`config.mk`:
```
export PLATFORM = sky130hd
export DESIGN_NAME = disp_feed
export DESIGN_NICKNAME = d
export VERILOG_FILES = /design/src/rtl/disp_feed.sv
export SDC_FILE = /design/constraint.sdc
export NUM_CORES = 1
export LEC_CHECK = 0
export CAP_MARGIN = 20
export CORE_MARGIN = 10
export CORE_UTILIZATION = 45
export CTS_CLUSTER_SIZE = 8
export DETAILED_ROUTE_END_ITERATION = 8
export PLACE_DENSITY = 0.73
export SKIP_CTS_REPAIR_TIMING = 1
export SYNTH_ARGS = -nofsm -noshare
export SYNTH_HDL_FRONTEND = slang
export SYNTH_SLANG_ARGS = --single-unit
```
`constraint.sdc`:
```
create_clock -name clk -period 3.35 [get_ports clk]
set_input_delay 0.335 -clock clk [delete_from_list [all_inputs] [get_ports clk]]
set_output_delay 0.335 -clock clk [all_outputs]
set_load 0.01 [all_outputs]
```
`src/rtl/disp_feed.sv`:
```
// ============================================================================
// disp_feed : scan clock divider, debounced source stepping and frame-aligned
//             latch of the selected debug value for the 7-segment scanner.
// Rev 1.0
// ============================================================================
`default_nettype none

module disp_feed #(
  parameter int DIV_HALF   = 25000,
  parameter int DEB_CYCLES = 200000
) (
  input  logic        clk,
  input  logic        rst_n,
  input  logic [11:0] src0,
  input  logic [11:0] src1,
  input  logic [11:0] src2,
  input  logic [11:0] src3,
  input  logic        btn_raw,
  input  logic        freeze,
  output logic        scan_clk,
  output logic [11:0] disp_val,
  output logic [1:0]  src_sel
);

  localparam int DIV_W = (DIV_HALF > 1) ? $clog2(DIV_HALF) : 1;
  localparam int DEB_W = (DEB_CYCLES > 1) ? $clog2(DEB_CYCLES) : 1;
  localparam logic [DIV_W-1:0] C_DIV_LAST = DIV_W'(DIV_HALF - 1);
  localparam logic [DEB_W-1:0] C_DEB_LAST = DEB_W'(DEB_CYCLES - 1);

  typedef enum logic [1:0] {
    IDLE_LO = 2'd0,
    WAIT_HI = 2'd1,
    IDLE_HI = 2'd2,
    WAIT_LO = 2'd3
  } deb_state_t;

  logic [DIV_W-1:0] div_cnt_q, div_cnt_d;
  logic             scan_clk_q, scan_clk_d;
  logic [1:0]       fcnt_q, fcnt_d;
  logic [11:0]      disp_val_q, disp_val_d;
  logic [1:0]       src_sel_q, src_sel_d;
  logic             sync1_q, sync2_q;
  logic [DEB_W-1:0] deb_cnt_q, deb_cnt_d;
  deb_state_t       deb_state_q, deb_state_d;

  logic        w_div_last;
  logic        w_rise;
  logic        w_fall;
  logic [11:0] w_src_mux;

  always_comb begin
    w_div_last = (div_cnt_q == C_DIV_LAST);
    w_rise     = w_div_last & ~scan_clk_q;
    w_fall     = w_div_last &  scan_clk_q;

    div_cnt_d  = w_div_last ? '0 : div_cnt_q + 1'b1;
    scan_clk_d = scan_clk_q ^ w_div_last;

    fcnt_d = fcnt_q;
    if (w_rise) begin
      fcnt_d = (fcnt_q == 2'd2) ? 2'd0 : fcnt_q + 2'd1;
    end

    case (src_sel_q)
      2'd0:    w_src_mux = src0;
      2'd1:    w_src_mux = src1;
      2'd2:    w_src_mux = src2;
      default: w_src_mux = src3;
    endcase

    // Falling edge after the third rising edge: scanner is mid half-period.
    disp_val_d = disp_val_q;
    if (w_fall && (fcnt_q == 2'd0) && !freeze) begin
      disp_val_d = w_src_mux;
    end
  end

  always_comb begin
    deb_state_d = deb_state_q;
    deb_cnt_d   = deb_cnt_q;
    src_sel_d   = src_sel_q;
    case (deb_state_q)
      IDLE_LO: begin
        if (sync2_q) begin
          deb_state_d = WAIT_HI;
          deb_cnt_d   = '0;
        end
      end
      WAIT_HI: begin
        if (!sync2_q) begin
          deb_state_d = IDLE_LO;
        end else if (deb_cnt_q == C_DEB_LAST) begin
          deb_state_d = IDLE_HI;
          src_sel_d   = src_sel_q + 2'd1;
        end else begin
          deb_cnt_d = deb_cnt_q + 1'b1;
        end
      end
      IDLE_HI: begin
        if (!sync2_q) begin
          deb_state_d = WAIT_LO;
          deb_cnt_d   = '0;
        end
      end
      default: begin
        if (sync2_q) begin
          deb_state_d = IDLE_HI;
        end else if (deb_cnt_q == C_DEB_LAST) begin
          deb_state_d = IDLE_LO;
        end else begin
          deb_cnt_d = deb_cnt_q + 1'b1;
        end
      end
    endcase
  end

  always_ff @(posedge clk or negedge rst_n) begin
    if (!rst_n) begin
      div_cnt_q   <= '0;
      scan_clk_q  <= 1'b0;
      fcnt_q      <= 2'd0;
      disp_val_q  <= 12'd0;
      src_sel_q   <= 2'd0;
      sync1_q     <= 1'b0;
      sync2_q     <= 1'b0;
      deb_cnt_q   <= '0;
      deb_state_q <= IDLE_LO;
    end else begin
      div_cnt_q   <= div_cnt_d;
      scan_clk_q  <= scan_clk_d;
      fcnt_q      <= fcnt_d;
      disp_val_q  <= disp_val_d;
      src_sel_q   <= src_sel_d;
      sync1_q     <= btn_raw;
      sync2_q     <= sync1_q;
      deb_cnt_q   <= deb_cnt_d;
      deb_state_q <= deb_state_d;
    end
  end

  assign scan_clk = scan_clk_q;
  assign disp_val = disp_val_q;
  assign src_sel  = src_sel_q;

endmodule

`default_nettype wire

```
# Yosys cells after proc, flatten, opt, wreduce, memory -nomap -nowiden

Cells that the tools add are included.
W data, S select, Z words.

Add/sub/neg operators: 4
Multiply operators: 0
Div/mod/pow operators: 0
Magnitude comparators: 0
Equal/unequal tests: 12
Shifts and indexed selects: 0
Mux-type cells: 16
Bitwise logic cells: 4
Reduce and logical (&&, ||, !) cells: 10

Operators with widths:

| kind                    | count |
|---|---|
| $mux W18                | 5 |
| $pmux W18 S3            | 1 |
| $pmux W12 S3            | 1 |
| $add A18 B1 Y18 const B | 1 |
| $eq A18 B18 Y1 const B  | 1 |
| $add A15 B1 Y15 const B | 1 |
| $eq A15 B15 Y1 const B  | 1 |
| $mux W15                | 1 |
| $mux W2                 | 7 |
| $reduce_and A4 Y1       | 2 |
| $eq A2 B2 Y1 const B    | 3 |
| $logic_not A2 Y1        | 3 |
| $ne A2 B2 Y1 const B    | 3 |
| $pmux W2 S3             | 1 |
| $add A2 B1 Y2 const B   | 2 |
| $eq A2 B1 Y1 const B    | 2 |
| $reduce_bool A4 Y1      | 1 |
| $ne A3 B1 Y1 const B    | 1 |
| $ne A3 B3 Y1 const B    | 1 |
| $reduce_and A3 Y1       | 1 |
| $and A1 B1 Y1           | 2 |
| $logic_and A1 B1 Y1     | 2 |
| $logic_not A1 Y1        | 1 |
| $not A1 Y1              | 1 |
| $xor A1 B1 Y1           | 1 |

Register bits: 54
Latch bits: 0
Memory bits (writable): 0
Memory bits (read-only): 0
Input port bits: 52
Word-level logic and storage cells: 55
Memories kept: 0

# Logic depth before layout (Yosys ltp)

Gate-level depths: netlist (run 1).

Depth after elaboration: 4
Gate-level depth with buffers: 9
Gate-level depth less buffers: 7

# Least setup slack after synthesis (run 1)

Ideal clock, no wire load.

Kind: register to register
Start: reg div_cnt_q[9]
End: reg disp_val_q[10], in the netlist disp_val[10]
Library setup time: 0.134 ns
Arrival: 2.320 ns
Required time: 3.216 ns
Path slack: 0.896 ns
Stages on the path, launching flop included: 10
Path buffers: 2
Period minus slack after synthesis: 2.454 ns
Path through: dfrtp_1 nor4b_2 nand4_1 nor4_4 ha_1 or4b_1 clkbuf_1 clkbuf_1 nand2_1 o21ai_0

Word-level cells in the longest chain between the ends: 4

Ends and longest elaborated chain:

| element                           | line | RTL |
|---|---|---|
| start, declared                   | 37   | `logic [DIV_W-1:0] div_cnt_q, div_cnt_d;` |
| start signal, assigned            | 129  | `div_cnt_q <= div_cnt_d;` |
| $eq A15 B15 Y1                    | 52   | `w_div_last = (div_cnt_q == C_DIV_LAST);` |
| $and A1 B1 Y1                     | 54   | `w_fall = w_div_last & scan_clk_q;` |
| $logic_and A1 B1 Y1 (2 in series) | 73   | `if (w_fall && (fcnt_q == 2'd0) && !freeze) begin` |
| end signal, assigned              | 132  | `disp_val_q <= disp_val_d;` |
| end, declared                     | 40   | `logic [11:0] disp_val_q, disp_val_d;` |

No other way between the ends.
A chain may end at the register's enable or synchronous reset.

# Worst setup path in the final report (run 1)

Start: reg div_cnt_q[9]
End: reg disp_val_q[5], in the netlist disp_val[5]

Same word-level chain as after synthesis.

==> flow_summary.yaml, run 1 <==
cts:
  max-clock-path-buffers: 2
  cts_made_buffers: 5
  clkSlewWorstSetupHoldPaths_ns: 0.09
  insertion_delay_ns: 0.32
  cts-root-buf: "clkbuf_8"
  cts_tree: "built"
  cts_htree_levels: 2
  clock_sinks: 54
setup_path:
  critPathBufInv: 0
  endpoint_kind: "flip-flop"
  cp-start-kind: "flip-flop"
  cp_data_required_time_ns: 3.52
  critPathMaxFanout: 24
  critPathSlowestCell: "or4b_1"
  worstSetupPathType: "reg -> reg"
  slowest_delay_ns: 0.75
  arrival_ns: 2.66
  path_delay_family: "simple AND/OR/NAND/NOR gates"
  path_cells: "nor4b_2 -> nand4_1 -> nor4_4 -> ha_1 -> or4b_1 -> nand2_1 -> o21ai_0"
sta:
  rsz0062_at_grt: "false"
  setup_violations: 0
  timing.fmax_ghz: 0.402
  worstMarginPinSlew_ns: 0.910
  layout_min_cycle_time_ns: 2.49
  fin_skew_ns: 0.0122
  hold_viol: 0
  relSlewSlack_pct: 39.3
  setup_tns_ns: 0
  hold_ws_ns: 0.145
  report.final.slew_viol_count: 0
  fin_crit_sh_pct: 74.2
placement:
  gp_congestion: 0.811
  port_buffers: 66
  placed_cell_area_mm2: 0.00370
  dp_hpwl_um: 5650
die:
  ios: 67
  initial_core_util_pct: 46.5
  core_mm2: 0.00639
  die_h_um: 101
  rows: 29
  dieWidth_um: 101
  dieArea_mm2: 0.0102
routing:
  post_drt_wl_per_cell_um: 16.4
  via_count: 2638
  drt_pass1_iterations: 5
  finalWirelength_um: 7480
  route.detailed.drc: 0
  dr.first_iter.drc_count: 174
  via_per_inst: 5.77
  ant_nets: 0
power_and_ir_drop:
  power_leakage_nw: 1.63
  power_per_cell_area_mw_per_mm2: 421
  ir_worst_vdd_uv: 417
cells_and_area:
  fin_util_pct: 59.4
  area_growth_pct: 27.9
  final_area_mm2: 0.00379
  multi_input_area_mm2: 0.00153
  seqCellArea_mm2: 0.00135
  fill_cells: 567
  final_cell_mix: "clkdlybuf4s50_1 (65), dfrtp_1 (54), nand2_1 (36)"
  mostFrequentLayoutCell: "clkdlybuf4s50_1"
  diodes: 0
  nNetsFinal: 442
  layout-drive-gt1-share_pct: 6.84
yosys:
  ys_warn_count: 0
  synth_edf_count: 0
  yosysTopAreaCell: "dfrtp_1"
  synth.top_cell.area_share_pct: 45.6
  ys_async_sr_fraction_pct: 100
  synth_cell_types: 51
  netlist_instances: 313
  ys.flop_type: "dfrtp_1"
  syn-num-nets: 376
  synth_area_leaders: "dfrtp_1 (46%), o21ai_0 (4.9%), ha_1 (4.6%)"
  synth_area_mm2: 0.00297
  ys_seq_area_share_pct: 45.6
  synth_area_per_cell_um2: 9.48
  yosys_register_bits: 54
grt:
  grt-ovfl-total: 0
  grt_start_max_net_pins: 43
  antenna_found_initial: 0
  grt_first_pass_wirelength_um: 12400
  grt_pass1_vias: 2460
  grt.total_usage_pct: 14.6
min_path:
  hold_path_class: "in -> async"
job:
  maxCapViolCount: 0
status:
  status: "finished clean"
## state kept, by name, summed over array words and instances (netlist names), named ones only
register / flops
deb_cnt_q: 18
deb_state_q: 1
disp_val: 12
div_cnt_q: 15
fcnt_q: 2
scan_clk: 1
src_sel: 2
sync1_q: 1
sync2_q: 1
## per-stage QoR
step / power [mW] / setup slack, ns / cells
3_5_place_dp: 1.22 / 0.857 / 449
3_3_place_gp: 1.21 / 0.958 / 449
5_1_grt: 1.72 / 0.637 / 457
6_report: 1.60 / 0.863 / 457
4_1_cts: 1.61 / 0.836 / 457
2_1_floorplan: 1.04 / 0.896 / 313
## final cells by class
class | instances | share of cell area [%]
flip-flops and latches | 54 | 35.6
multi-input cells | 239 | 40.4
well taps | 77 | 2.54
clock buffers | 6 | 2.18
inverters | 9 | 0.890
clock inverters | 2 | 0.330
repair buffers | 70 | 18.1
## worst reg2reg max path: stages, from the launching register on
cell	delay (ns)
dfrtp_1	0.43
nor4b_2	0.28
nand4_1	0.17
nor4_4	0.26
ha_1	0.18
or4b_1	0.75
nand2_1	0.18
o21ai_0	0.09
## cell usage after synthesis (3+ instances only)
library cell and number:
xnor2_1 6, o31ai_1 3, nor3_1 4, inv_1 9, mux2i_1 4, clkbuf_1 10
dfrtp_1 54, o21ai_1 5, a21oi_1 21, xor2_1 7, nand3_1 16, nand2_1 36
nand4_1 8, and3_1 4, nor2_1 30, o21ai_0 29, ha_1 11, a222oi_1 12
o211ai_1 3
## cell families (layout without fill, tap and decap cells)
family,Yosys count,after routing,synth area share (%)
adder cells (fa/ha/maj),11,11,4.64
multiplexers,5,5,1.86
AO/OA/AOI/OAI,85,85,18.1
AND/OR/NAND/NOR,125,125,23.2
XOR/XNOR,13,13,3.84
buffers and inverters,20,87,2.78
flip-flops,54,54,45.6
## metal layers
layer	track usage, %	wire length (um)	vias to the layer above
met3	3.88	566	9
li1	-	-	1285
met1	20.6	3630	1258
met4	4.72	92	0
met5	0	0	-
met2	21.3	3190	86
## worst paths after layout
| kind | start | to | slack, ns | cells after the start |
|---|---|---|---|---|
| hold / removal | rst_n | sync1_q | 0.14 | 1 |
| setup reg to reg | div_cnt_q[9] | disp_val[5] | 0.86 | 7 |
| max in group asynchronous | rst_n | disp_val[0] | 2.48 | 2 |
| hold reg to reg | sync1_q | sync2_q | 0.36 | 0 |
| min in group clk | sync1_q | sync2_q | 0.36 | 0 |
| setup / recovery | div_cnt_q[9] | disp_val[5] | 0.86 | 7 |
## power by group
group	switching, mW	internal [mW]
Clock	0.214	0.167
Sequential	0.0352	0.684
Combinational	0.294	0.205
Note: power is estimated with default switching activity, not from simulation.
==> inputs of run 2 (changes only) <==
clock period = 2.45 ns   (was 3.35 ns; I/O delays follow)
==> run 2 against run 1 <==
Against the previous run:
- the flow now finishes with violations (negative hold slack)
- flip-flop and latch count did not move
- utilization grew 0.41 points
- hold slack got worse by 0.16 ns
- sequential share of layout area shrank 0.24 points
- critical endpoint is now deb_cnt_q[3]
- largest cell class unchanged
- worst setup slack got worse by 0.60 ns
- sequential power up 37%
- fmax rose by 14%
- design area is 0.69% higher
- combinational power rose by 44%
- routed wire length up 1.3%
- first-iteration DRC count is 33% lower
- highest routed layer unchanged
- final cell count grew 0.88%
==> flow_summary.yaml, run 2 (synthesized netlist as in run 1, its figures left out) <==
cts:
  cts_tree: "built"
  clkSlewWorstSetupHoldPaths_ns: 0.09
  max-clock-path-buffers: 2
  cts-root-buf: "clkbuf_8"
  cts_htree_levels: 2
  insertion_delay_ns: 0.30
  clock_sinks: 54
  cts_made_buffers: 5
cells_and_area:
  mostFrequentLayoutCell: "clkdlybuf4s50_1"
  diodes: 0
  final_cell_mix: "clkdlybuf4s50_1 (65), dfrtp_1 (54), nand2_1 (36)"
  nNetsFinal: 446
  largest_reg_flops: 18
  largest_register: "deb_cnt_q"
  area_growth_pct: 28.8
  layout-drive-gt1-share_pct: 7.55
setup_path:
  arrival_ns: 2.43
  endpoint_kind: "flip-flop"
  worstSetupPathType: "reg -> reg"
  cp-start-kind: "flip-flop"
  cp_data_required_time_ns: 2.69
  critPathMaxFanout: 7
grt:
  antenna_found_initial: 0
  grt-ovfl-total: 0
  grt_pass1_vias: 2480
  grt_start_max_net_pins: 33
  grt_first_pass_wirelength_um: 12300
  grt.total_usage_pct: 14.6
die:
  die_h_um: 101
  rows: 29
  dieWidth_um: 101
  core_mm2: 0.00639
  initial_core_util_pct: 46.5
  dieArea_mm2: 0.0102
  ios: 67
routing:
  dr.first_iter.drc_count: 117
  via_per_inst: 5.61
  via_count: 2586
  route.detailed.drc: 0
  ant_nets: 0
  drt_pass1_iterations: 5
  finalWirelength_um: 7570
  post_drt_wl_per_cell_um: 16.4
min_path:
  hold_path_class: "in -> async"
placement:
  dp_hpwl_um: 5910
  pre_cts_ws_ns: 0.270
  port_buffers: 66
  gp_congestion: 0.903
sta:
  rsz0062_at_grt: "false"
  hold_ws_ns: -0.0182
  fin_skew_ns: 0.00858
  report.final.slew_viol_count: 0
  hold_viol: 14
  fin_crit_sh_pct: 89.4
  fin_ws_ns: 0.259
  setup_violations: 0
  relSlewSlack_pct: 50.7
  timing.fmax_ghz: 0.456
  layout_min_cycle_time_ns: 2.19
  worstMarginPinSlew_ns: 0.740
  setup_tns_ns: 0
power_and_ir_drop:
  power_leakage_nw: 1.65
  ir_worst_vdd_uv: 402
  power_per_cell_area_mw_per_mm2: 579
job:
  maxCapViolCount: 0
status:
  status: "finished, violations left"
  failed_checks: "negative hold slack"
-- run 2: changes by cell type in the layout (fill, tap and decap cells not counted), sizes merged --
cell      delta
clkbuf       +1
clkinvlp     -1
buf          +4
-- run 2: where the power goes --
part | internal (mW) | switching (mW)
logic | 0.308 | 0.412
registers | 0.935 | 0.0498
clock network | 0.229 | 0.276
-- run 2: path summary, 6_finish.rpt --
kind | from | end | slack [ns] | cells after the start
min in group clk | sync1_q | sync2_q | 0.37 | 0
min | rst_n | src_sel[0] | -0.02 | 1
max reg2reg | deb_state_q[0] | deb_cnt_q[3] | 0.26 | 7
min reg2reg | sync1_q | sync2_q | 0.37 | 0
max | deb_state_q[0] | deb_cnt_q[3] | 0.26 | 7
max in group asynchronous | rst_n | disp_val[7] | 1.82 | 2
-- run 2: worst max-delay path: stages (launching register included) --
cell,delay (ns)
dfrtp_1,0.46
inv_1,0.13
ha_1,0.29
nor3_1,0.27
a21o_1,0.22
nand2_1,0.18
or4_1,0.49
nand3_1,0.09
-- run 2: area by class of cell --
class	count	area (um^2)
Fill cell	541	2560
Multi-Input combinational cell	239	1530
Sequential cell	54	1350
Timing Repair Buffer	74	716
Tap cell	77	96.3
Clock buffer	7	86.3
Inverter	9	33.8
Clock inverter	1	5.00
-- run 2: through the flow --
step                      power, mW  std cells  utilization [%]  area, um^2
after global placement         1.69        453             58.4        3730
final                          2.21        461             59.8        3820
after CTS                      2.22        461             59.8        3820
after detailed placement       1.71        453             58.4        3730
after floorplan                1.42        313                -        2970
after global routing           2.34        461             59.8        3820
-- run 2: metal layers --
layer	GRT usage [%]	routed length [um]	share of wire, %	up-vias
met3	3.40	509	6.7	4
met1	19.1	3630	48	1215
met2	23.4	3370	44	77
met5	0	0	0	-
li1	-	-	-	1290
met4	4.18	62	0.82	0
==> inputs of run 3 (changes only) <==
--- a/config.mk
+++ b/config.mk
@@ -11,4 +11,5 @@
 export CTS_CLUSTER_SIZE = 8
 export DETAILED_ROUTE_END_ITERATION = 8
+export GPL_ROUTABILITY_DRIVEN = 0
 export PLACE_DENSITY = 0.73
 export SKIP_CTS_REPAIR_TIMING = 1
==> constraint.sdc (replaced) <==
create_clock -name clk -period 2.45 [get_ports clk]
set_input_delay 0.6125 -clock clk [delete_from_list [all_inputs] [get_ports clk]]
set_output_delay 0.6125 -clock clk [all_outputs]
set_load 0.01 [all_outputs]
==> run 3 against run 2 <==
Against the previous run:
- clock power increased by 4.8%
- sequential power about the same
- hold slack improved by 0.38 ns
- fmax increased by 0.21%
- utilization increased by 0.12 points
- routed wire length increased by 1.5%
- final cell count unchanged
- critical path depth unchanged
- the run now ends clean
==> flow_summary.yaml, run 3 (synthesized netlist as in run 1, its figures left out) <==
sta:
  setup_violations: 0
  worstMarginPinSlew_ns: 0.758
  fin_skew_ns: 0.0136
  timing.fmax_ghz: 0.457
  fin_ws_ns: 0.263
  hold_viol: 0
  layout_min_cycle_time_ns: 2.19
  fin_crit_sh_pct: 89.2
  report.final.slew_viol_count: 0
  relSlewSlack_pct: 49.4
  rsz0062_at_grt: "false"
  setup_tns_ns: 0
cells_and_area:
  fill_cells: 547
  diodes: 0
  mostFrequentLayoutCell: "clkdlybuf4s50_1"
  layout-drive-gt1-share_pct: 7.81
  nNetsFinal: 446
  final_cell_mix: "clkdlybuf4s50_1 (65), dfrtp_1 (54), nand2_1 (36)"
  largest_register: "deb_cnt_q"
  area_growth_pct: 29.1
  final_area_mm2: 0.00383
  largest_reg_flops: 18
placement:
  placed_cell_area_mm2: 0.00373
  pre_cts_ws_ns: 0.281
  port_buffers: 66
  dp_hpwl_um: 5790
power_and_ir_drop:
  p_comb_share_pct: 32.6
  seq_power_share_pct: 43.8
  p_int_mw: 1.48
  power.net_switching_mw: 0.770
  power_mw: 2.25
  clkPwrFrac_pct: 23.5
  power_leakage_nw: 1.65
  ir_worst_vdd_uv: 440
  p_sw_share_pct: 34.3
  power_per_cell_area_mw_per_mm2: 587
die:
  ios: 67
  die_h_um: 101
  rows: 29
  dieArea_mm2: 0.0102
  initial_core_util_pct: 46.5
  core_mm2: 0.00639
  dieWidth_um: 101
grt:
  grt_start_max_net_pins: 55
  antenna_found_initial: 0
  grt_first_pass_wirelength_um: 12400
  grt.total_usage_pct: 14.4
  grt_pass1_vias: 2543
  grt-ovfl-total: 0
routing:
  finalWirelength_um: 7690
  drt_pass1_iterations: 5
  post_drt_wl_per_cell_um: 16.7
  dr.first_iter.drc_count: 137
  ant_nets: 0
  via_per_inst: 5.74
  route.detailed.drc: 0
  via_count: 2644
cts:
  cts_made_buffers: 5
  clock_sinks: 54
  cts_htree_levels: 2
  insertion_delay_ns: 0.31
  cts_tree: "built"
  clkSlewWorstSetupHoldPaths_ns: 0.10
  cts-root-buf: "clkbuf_8"
  max-clock-path-buffers: 2
setup_path:
  endpoint_kind: "flip-flop"
  crit_start: "div_cnt_q[0]"
  reg2reg_slack_ns: 0.26
  reg2regPathDepth: 7
  cp-start-kind: "flip-flop"
  r2r_start: "div_cnt_q[0]"
  cp_data_required_time_ns: 2.66
  r2r-end: "disp_val[2]"
  worstSetupPathType: "reg -> reg"
  arrival_ns: 2.40
  critPathMaxFanout: 24
status:
  status: "finished clean"
job:
  maxCapViolCount: 0
min_path:
  hp-start: "sync1_q"
  min_to: "sync2_q"
  hold_path_class: "reg -> reg"
  min_path_cells: 0
==> run 3: final cells by class <==
class | instances | area (um^2) | share of cell area [%]
flip-flops and latches | 54 | 1350 | 35.3
well taps | 77 | 96.3 | 2.52
multi-input cells | 239 | 1530 | 40.0
clock inverters | 2 | 16.3 | 0.425
inverters | 9 | 33.8 | 0.882
clock buffers | 6 | 82.6 | 2.16
repair buffers | 74 | 716 | 18.7
==> run 3: routing by layer <==
metal	share of wire, %	up-vias	track usage (%)
met1	47	1262	19.5
met5	0	-	0
li1	-	1290	-
met4	0.62	0	3.97
met3	7.7	2	3.20
met2	45	90	22.8
==> run 3: power by group through the flow <==
stage	sequential (mW)	clock, mW	combinational, mW
after floorplan	0.989	0	0.431
after global placement	0.997	0	0.692
after detailed placement	0.999	0	0.718
after CTS	0.982	0.552	0.727
after global routing	0.989	0.587	0.809
final	0.984	0.529	0.733
==> run 3: critical path: stages, from the launching register on <==
cell and delay [ns]:
dfrtp_1 0.38, ha_1 0.23, nand4_1 0.18, nor4_4 0.26, ha_1 0.18, or4b_1 0.43
buf_4 0.22, o21ai_0 0.20
==> run 3: worst max-delay path by stage <==
stage	endpoint	slack (ns)	cells past startpoint
after floorplan	disp_val[10]	0.07	9
after global placement	disp_val[7]	0.33	8
after detailed placement	disp_val[2]	0.28	7
after CTS	disp_val[2]	0.24	7
after global routing	disp_val[7]	0.07	7
final	disp_val[2]	0.26	7
==> run 3: metrics by stage <==
| step | cells | hold WS (ns) | util, % |
|---|---|---|---|
| after floorplan | 313 | 0.317 | - |
| after global placement | 453 | 0.337 | 58.4 |
| after detailed placement | 453 | 0.341 | 58.4 |
| after CTS | 461 | 0.370 | 60.0 |
| after global routing | 461 | 0.375 | 60.0 |
| final | 461 | 0.362 | 60.0 |
